## src/rtl/bsg_manycore_endpoint_credit_tracker.sv

```systemverilog
// bsg_manycore_endpoint_credit_tracker
//
// Outstanding-request tracker for a manycore endpoint. It keeps:
//   - a credit pool of max_out_credits_p outstanding requests;
//   - a per-load-id pending scoreboard;
//   - an optional fence FSM that drains all outstanding traffic;
//   - a sticky record of the first protocol error.
//
// Ports:
//   clk_i, reset_n_i             clock, asynchronous active-low reset
//   req_v_i, req_is_load_i,      outgoing request offer; load requests carry an id
//   req_load_id_i, req_ready_o   req_ready_o gates issue (combinational)
//   ret_v_i, ret_is_load_i,      return packet consumed this cycle
//   ret_load_id_i                id carried by a load response
//   fence_req_i                  start a drain of all outstanding traffic
//   fence_busy_o, fence_done_o   fence in progress / one-cycle completion pulse
//   out_credits_o                available credits
//   id_pending_o                 scoreboard, one bit per load id
//   err_o, err_code_o            sticky first error (01 overflow, 10 unexpected id, 11 duplicate id)
module bsg_manycore_endpoint_credit_tracker #(
  parameter int max_out_credits_p       = 16,
  parameter int load_id_width_p         = 5,
  parameter int fence_en_p              = 1,
  parameter int credit_counter_width_lp = $clog2(max_out_credits_p + 1),
  parameter int num_ids_lp              = 1 << load_id_width_p
) (
  input  logic                               clk_i,
  input  logic                               reset_n_i,
  input  logic                               req_v_i,
  input  logic                               req_is_load_i,
  input  logic [load_id_width_p-1:0]         req_load_id_i,
  output logic                               req_ready_o,
  input  logic                               ret_v_i,
  input  logic                               ret_is_load_i,
  input  logic [load_id_width_p-1:0]         ret_load_id_i,
  input  logic                               fence_req_i,
  output logic                               fence_busy_o,
  output logic                               fence_done_o,
  output logic [credit_counter_width_lp-1:0] out_credits_o,
  output logic [num_ids_lp-1:0]              id_pending_o,
  output logic                               err_o,
  output logic [1:0]                         err_code_o
);

  localparam logic [credit_counter_width_lp-1:0] max_credits_lp =
    credit_counter_width_lp'(max_out_credits_p);
  localparam logic [credit_counter_width_lp-1:0] one_credit_lp =
    credit_counter_width_lp'(1);
  localparam logic [credit_counter_width_lp-1:0] zero_credit_lp =
    credit_counter_width_lp'(0);

  typedef enum logic [1:0] {
    st_idle  = 2'd0,
    st_drain = 2'd1,
    st_done  = 2'd2
  } state_e;

  state_e                               state_q, state_d;
  logic [credit_counter_width_lp-1:0]   credits_q, credits_d;
  logic [num_ids_lp-1:0]                id_pending_q, id_pending_d;
  logic                                 err_q, err_d;
  logic [1:0]                           err_code_q, err_code_d;

  logic fence_busy;
  logic fence_done;
  logic issue;
  logic overflow_err;
  logic unexp_id_err;
  logic dup_id_err;

  // Request gating and protocol-error detection, all from registered state.
  always_comb begin
    req_ready_o  = (credits_q != zero_credit_lp) & ~fence_busy
                 & ~(req_is_load_i & id_pending_q[req_load_id_i]);
    issue        = req_v_i & req_ready_o;
    overflow_err = ret_v_i & (credits_q == max_credits_lp) & ~issue;
    unexp_id_err = ret_v_i & ret_is_load_i & ~id_pending_q[ret_load_id_i];
    dup_id_err   = req_v_i & req_is_load_i & id_pending_q[req_load_id_i]
                 & (credits_q != zero_credit_lp) & ~fence_busy;
  end

  // Credit pool: issue takes one, return gives one, both cancel; saturate at max.
  always_comb begin
    credits_d = credits_q;
    if (issue && !ret_v_i) begin
      credits_d = credits_q - one_credit_lp;
    end else if (!issue && ret_v_i) begin
      if (credits_q == max_credits_lp) begin
        credits_d = credits_q;
      end else begin
        credits_d = credits_q + one_credit_lp;
      end
    end else begin
      credits_d = credits_q;
    end
  end

  // Scoreboard update; the clear is applied last so it wins on a same-id collision.
  always_comb begin
    id_pending_d = id_pending_q;
    if (issue && req_is_load_i) begin
      id_pending_d[req_load_id_i] = 1'b1;
    end else begin
      id_pending_d = id_pending_q;
    end
    if (ret_v_i && ret_is_load_i) begin
      id_pending_d[ret_load_id_i] = 1'b0;
    end else begin
      id_pending_d = id_pending_d;
    end
  end

  // Sticky error: only the first error is recorded, highest-priority cause wins.
  always_comb begin
    err_d      = err_q;
    err_code_d = err_code_q;
    if (!err_q) begin
      if (overflow_err) begin
        err_d      = 1'b1;
        err_code_d = 2'b01;
      end else if (unexp_id_err) begin
        err_d      = 1'b1;
        err_code_d = 2'b10;
      end else if (dup_id_err) begin
        err_d      = 1'b1;
        err_code_d = 2'b11;
      end else begin
        err_d      = 1'b0;
        err_code_d = 2'b00;
      end
    end else begin
      err_d      = err_q;
      err_code_d = err_code_q;
    end
  end

  // Fence next-state: drain completes once every credit and id has come home.
  always_comb begin
    state_d = state_q;
    if (fence_en_p == 0) begin
      state_d = st_idle;
    end else begin
      case (state_q)
        st_idle: begin
          if (fence_req_i) begin
            state_d = st_drain;
          end else begin
            state_d = st_idle;
          end
        end
        st_drain: begin
          if ((credits_q == max_credits_lp) && (id_pending_q == '0)) begin
            state_d = st_done;
          end else begin
            state_d = st_drain;
          end
        end
        st_done: state_d = st_idle;
        default: state_d = st_idle;
      endcase
    end
  end

  // Fence outputs decoded from the state register.
  always_comb begin
    case (state_q)
      st_idle: begin
        fence_busy = 1'b0;
        fence_done = 1'b0;
      end
      st_drain: begin
        fence_busy = 1'b1;
        fence_done = 1'b0;
      end
      st_done: begin
        fence_busy = 1'b1;
        fence_done = 1'b1;
      end
      default: begin
        fence_busy = 1'b0;
        fence_done = 1'b0;
      end
    endcase
  end

  // State registers.
  always_ff @(posedge clk_i or negedge reset_n_i) begin
    if (!reset_n_i) begin
      state_q      <= st_idle;
      credits_q    <= max_credits_lp;
      id_pending_q <= '0;
      err_q        <= 1'b0;
      err_code_q   <= 2'b00;
    end else begin
      state_q      <= state_d;
      credits_q    <= credits_d;
      id_pending_q <= id_pending_d;
      err_q        <= err_d;
      err_code_q   <= err_code_d;
    end
  end

  assign fence_busy_o  = fence_busy;
  assign fence_done_o  = fence_done;
  assign out_credits_o = credits_q;
  assign id_pending_o  = id_pending_q;
  assign err_o         = err_q;
  assign err_code_o    = err_code_q;

endmodule

```

## config.mk

```make
export PLATFORM = sky130hd
export DESIGN_NAME = bsg_manycore_endpoint_credit_tracker
export DESIGN_NICKNAME = d
export VERILOG_FILES = /design/src/rtl/bsg_manycore_endpoint_credit_tracker.sv
export SDC_FILE = /design/constraint.sdc
export NUM_CORES = 1
export LEC_CHECK = 0
export BUFFER_PORTS_ARGS = -buffer_cell sky130_fd_sc_hd__clkbuf_2
export CORE_MARGIN = 5
export CORE_UTILIZATION = 35
export CTS_BUF_LIST = sky130_fd_sc_hd__clkbuf_4
export DETAILED_ROUTE_END_ITERATION = 6
export GPL_ROUTABILITY_DRIVEN = 0
export SYNTH_ARGS = -nofsm -noshare
export SYNTH_HDL_FRONTEND = slang
export SYNTH_SLANG_ARGS = --single-unit
```

## constraint.sdc

```tcl
create_clock -name clk_i -period 3.55 [get_ports clk_i]
set_clock_uncertainty 0.1 [all_clocks]
set_input_delay 0 -clock clk_i [delete_from_list [all_inputs] [get_ports clk_i]]
set_output_delay 0 -clock clk_i [all_outputs]
set_load 0.02 [all_outputs]
```

After elaboration in Yosys (flattened, before gate mapping)
Cells that the tools add are included.
{"block": "totals", "ff_bits": 42, "inputBits": 17, "output_inout_bits": 43, "wordCells": 74}
{"block": "classes", "bitwise_logic": 19, "n_addsub": 2, "n_reduce_logical": 15, "eq_ne": 4, "order_cmp": 4, "n_mux": 25}
{"operator": "32-bit 2-to-1 mux", "count": 2}
{"operator": "32-bit AND", "count": 1}
{"operator": "32-bit logical NOT", "count": 1}
{"operator": "32-bit NOT", "count": 1}
{"operator": "32-bit bitwise OR", "count": 1}
{"operator": "5-bit 2-to-1 mux", "count": 3}
{"operator": "1-bit AND", "count": 12}
{"operator": "5-bit by 6-bit < comparator with 1-bit output (second input constant)", "count": 2}
{"operator": "1-bit 2-to-1 mux", "count": 11}
{"operator": "1-bit binary-select mux with 5-bit select", "count": 2}
{"operator": "1-bit demux with 5-bit select", "count": 2}
{"operator": "5-bit by 1-bit greater-or-equal comparator with 1-bit output (second input constant)", "count": 2}
{"operator": "2-bit 2-to-1 mux", "count": 4}
{"operator": "1-bit logical AND", "count": 7}
{"operator": "5-bit by 1-bit adder with 5-bit output (second input constant)", "count": 1}
{"operator": "5-bit equality test (second input constant)", "count": 1}
{"operator": "5-bit nonzero test", "count": 1}
{"operator": "5-bit by 1-bit subtractor with 5-bit output (second input constant)", "count": 1}
{"operator": "1-bit NOT", "count": 4}
{"operator": "2-bit case mux with 2 select lines", "count": 1}
{"operator": "2-bit by 1-bit equality test with 1-bit output (second input constant)", "count": 1}
{"operator": "2-bit equality test (second input constant)", "count": 1}
{"operator": "1-bit logical NOT", "count": 2}
{"operator": "2-bit logical NOT", "count": 1}
{"operator": "4 further kinds", "count": 4}

Longest topological paths before layout
{"block": "logic_depth", "word_depth": 11, "mapped_depth": 14, "depth_no_buf": 12}

Worst setup path after synthesis
No wires, ideal clock.
{"block": "synth_timing", "path_type": "register -> register", "from": "reg id_pending_q[31], in the netlist id_pending_o[31]", "to": "reg credits_q[4], in the netlist out_credits_o[4]", "slack_ps": 511, "setup_ps": 75, "required_time_ps": 3375, "t_arrival_ps": 2864, "path_buffers": 0, "path_stages_with_launch": 13, "synth_period_minus_slack_ps": 3039, "path_cell_list": "dfrtp_1 mux4_2 mux2_2 nand3_1 a41oi_1 nor2_1 ha_1 ha_1 a21o_1 a21oi_1 xor2_1 nor2_1 xnor2_1"}
{"block": "synth_between", "elab_chain_len": 10, "word_cells_on_any_way": 13, "cone_classes": "eq/ne: 1; mux: 3; bitwise: 4; reduce/logical: 5"}
{"element": "from (decl)", "line": "60", "rtl": "logic [num_ids_lp-1:0] id_pending_q, id_pending_d;"}
{"element": "from (signal assigned)", "line": "197", "rtl": "id_pending_q <= id_pending_d;"}
{"element": "1-bit binary-select mux with 5-bit select *", "line": "74", "rtl": "& ~(req_is_load_i & id_pending_q[req_load_id_i]);"}
{"element": "1-bit 2-to-1 mux (not written as such) *", "line": "74"}
{"element": "1-bit AND *", "line": "74"}
{"element": "1-bit NOT *", "line": "74"}
{"element": "1-bit AND *", "line": "74"}
{"element": "1-bit AND *", "line": "75", "rtl": "issue = req_v_i & req_ready_o;"}
{"element": "1-bit logical NOT", "line": "87", "rtl": "end else if (!issue && ret_v_i) begin"}
{"element": "1-bit logical AND", "line": "87"}
{"element": "2-bit nonzero test (no line)"}
{"element": "2-bit AND reduction (no line)"}
{"element": "to (signal assigned)", "line": "190", "rtl": "credits_q <= max_credits_lp;"}
{"element": "to (signal assigned)", "line": "196", "rtl": "credits_q <= credits_d;"}
{"element": "to (decl)", "line": "59", "rtl": "logic [credit_counter_width_lp-1:0] credits_q, credits_d;"}
Mark *: on every way between the ends. The rest lies on a longest branch, timed or not. The select of a mux whose other input is x is not followed.
A chain may end at the register's enable or synchronous reset.

Worst setup path after layout
{"block": "layout_timing", "from": "reg id_pending_q[7], in the netlist id_pending_o[7]", "to": "reg credits_q[4], in the netlist out_credits_o[4]"}
The elaborated chain is that of the path after synthesis.

==> impl_metrics.tcl <==
set metrics [dict create \
    status "finished, final reports clean" \
    cts_max_path_buffers 2 \
    dp_hpwl_um 6678 \
    tightest_slew_ns 1.050 \
    vias 2641 \
    synthArstFlopShare 1.000 \
    synthTopCellsByArea "dfrtp_1 36%, nor3_1 6.8%, a2bb2oi_1 5.0%" \
    num_rows 32 \
    antennaDiodeCount 0 \
    endpoint_kind "flop" \
    seqCellArea_um2 1052 \
    fp.dieW_um 99.67 \
    drtPass1Iterations 5 \
    io_pins 60 \
    ys_types 53 \
    critical_path_arrival_ns 3.37 \
    cts_root_buf "clkbuf_4" \
    hold_class "in2reg" \
    nets 362 \
    clock-sinks 42 \
    synth_top_area_cell "dfrtp_1" \
    startpoint_type "flop" \
    drt_iter0_markers 226 \
    grt_pass1_wl_um 14390 \
    grt_antenna_before_repair 0 \
    drcViolationCount 0 \
    syn_nets 305 \
    grt_pass1_vias 2632 \
    ys_dominant_reg_cell "dfrtp_1" \
    cts_tree "built" \
    p_leak_nw 1.435 \
    initial_core_util 0.3623 \
    synth_top_area_frac 0.3646 \
    port-buffer-count 59 \
    synth-edff-count 0 \
    fillers 819 \
    hold_viol_final 0 \
    grt_max_degree 43 \
    required_ns 3.74 \
    clk_pin_slew_ns 0.13 \
    power.density_nw_per_um2 544.8 \
    rsz0062_at_grt "false" \
    irDropWorstVdd_mv 0.2194 \
    multiInputGateArea_um2 1637 \
    drive_above_1_share 0.2633 \
    synth_seq_area_share 0.3739 \
    finalWirelength_um 8902 \
    synth_area_um2 2814 \
    fin_crit_sh 0.8952 \
    synth_most_common_cell "dfrtp_1" \
    post_cts_resized 0 \
    slew_headroom 0.3003 \
    whs_ns 0.03182 \
    core_area_um2 7767 \
    wire_per_inst_um 20.23 \
    rrSetupSlack_ns 0.37 \
    crit_fanout 6 \
    setup_tns_ns 0 \
    netlist_instances 280 \
    route.antenna.remaining_nets 0 \
    vias_per_cell 6.002 \
    reg2reg_depth 12 \
    ys_ff_latch 42 \
    max_cap_viol_count 0 \
    avgSynthCellArea_um2 10.05 \
    die_height_um 99.67 \
    fmax_mhz 314.7 \
    r2r_start "id_pending_o[7]$_DFF_PN0_" \
    crit_path_end "out_credits_o[4]$_DFFE_PN1P_" \
    yosysWarnings 0 \
    htree_levels 2 \
    startpoint "id_pending_o[7]$_DFF_PN0_" \
    synthTopCellsByCount "41 x dfrtp_1, 38 x nor3_1, 16 x a2bb2oi_1, 16 x o22a_1" \
    dieArea_um2 9933 \
    path_class "reg2reg" \
    clkLatencyLatePin_ns 0.36 \
    syn_to_final_growth_pct 16.05 \
    timing.rr.end "out_credits_o[4]$_DFFE_PN1P_" \
    grtUsageTotal 0.1826 \
    layout_min_cycle_time_ns 3.178 \
    setup_viol 0 \
    cts_made_buffers 5 \
    overflow 0 \
    final_max_slew_viol_count 0 \
]
==> through the flow <==
stage          instance area (µm²)  utilization  instances  setup WS [ns]  power, mW
3_5_place_dp                  3172       0.4083        428         0.3082      1.552
6_report                      3266       0.4204        440         0.3720      1.779
2_1_floorplan                 2814            -        280         0.5110      1.261
5_1_grt                       3266       0.4204        440         0.1309      1.902
3_3_place_gp                  3172       0.4083        428         0.4189      1.545
4_1_cts                       3266       0.4204        440         0.3650      1.798
==> report_power, final <==
group	leakage [nW]	total (mW)	internal (mW)	switching (mW)
sequential	0.555	0.750	0.592	0.158
combinational	0.852	0.793	0.328	0.465
clock	0.0286	0.236	0.0738	0.162
==> logic make-up (layout without fill, tap and decap cells) <==
group | after synthesis | after routing | share of synthesized area
AO/OA/AOI/OAI | 61 | 61 | 0.1787
XOR/XNOR | 5 | 5 | 0.01557
adder cells (fa/ha/maj) | 8 | 8 | 0.03824
buffers and inverters | 26 | 84 | 0.04446
flip-flops | 42 | 42 | 0.3739
multiplexers | 27 | 27 | 0.1258
AND/OR/NAND/NOR | 111 | 111 | 0.2232
==> layout make-up <==
class | count | area share
Sequential cell | 42 | 0.3222
Clock inverter | 3 | 0.004981
Tap cell | 102 | 0.03908
Clock buffer | 5 | 0.01149
Timing Repair Buffer | 66 | 0.1096
Inverter | 10 | 0.01149
Multi-Input combinational cell | 212 | 0.5011
==> worst min path at each step <==
stage / startpoint / endpoint / slack [ns] / cells past startpoint
6_report: ret_load_id_i[3] / id_pending_o[6]$_DFF_PN0_ / 0.03 / 3
5_1_grt: ret_load_id_i[3] / id_pending_o[7]$_DFF_PN0_ / 0.06 / 3
4_1_cts: ret_load_id_i[3] / id_pending_o[6]$_DFF_PN0_ / 0.01 / 3
3_5_place_dp: fence_req_i / state_q[0]$_DFF_PN0_ / 0.12 / 3
3_3_place_gp: fence_req_i / state_q[0]$_DFF_PN0_ / 0.12 / 3
2_1_floorplan: reset_n_i / err_code_o[0]$_DFFE_PN0N_ / -0.40 / 0
==> state kept, by name, summed over array words and instances, names as in the netlist <==
register / count
err_code_o: 2
err_o: 1
out_credits_o: 5
state_q: 2
id_pending_o: 32
==> critical path: stages, from the launching register on <==
cell and delay, ns:
dfrtp_1 0.45, mux2i_1 0.27, o32ai_1 0.16, a222oi_1 0.40, a41oi_1 0.21, nor2_1 0.18, ha_1 0.32, ha_1 0.32
a21o_1 0.17, a21oi_1 0.17, xor2_1 0.16, nor2_1 0.06, xnor2_1 0.15
==> repair_timing <==
action | 4_1_cts | 5_1_grt
setup buffers | 0 | 0
hold buffers | 4 | 0
hold endpoints to repair | 47 | 0
==> layout by cell type (no fill, tap or decap), drive strengths merged, types with 3 or more instances in the layout <==
master        n
clkbuf       64
dfrtp        41
nor3         38
a2bb2oi      16
o22a         16
mux2i        14
nor4         14
nand2b       10
inv          10
nand2         8
mux2          7
nor2          7
ha            7
mux4          6
nand3         5
o21ai         5
nand4         5
nor2b         4
dlygate4sd3   4
or3           3
a21oi         3
nor3b         3
nand3b        3
or2           3
xnor2         3
buf           3
==> per-layer routing <==
metal	global-route usage	vias to the layer above	wire length [µm]
li1	-	1217	-
met1	0.2525	1289	3895
met2	0.2817	116	4143
met3	0.03647	19	648
met4	0.06828	0	215
met5	0	-	0
Power figures use the tool's default switching activity.
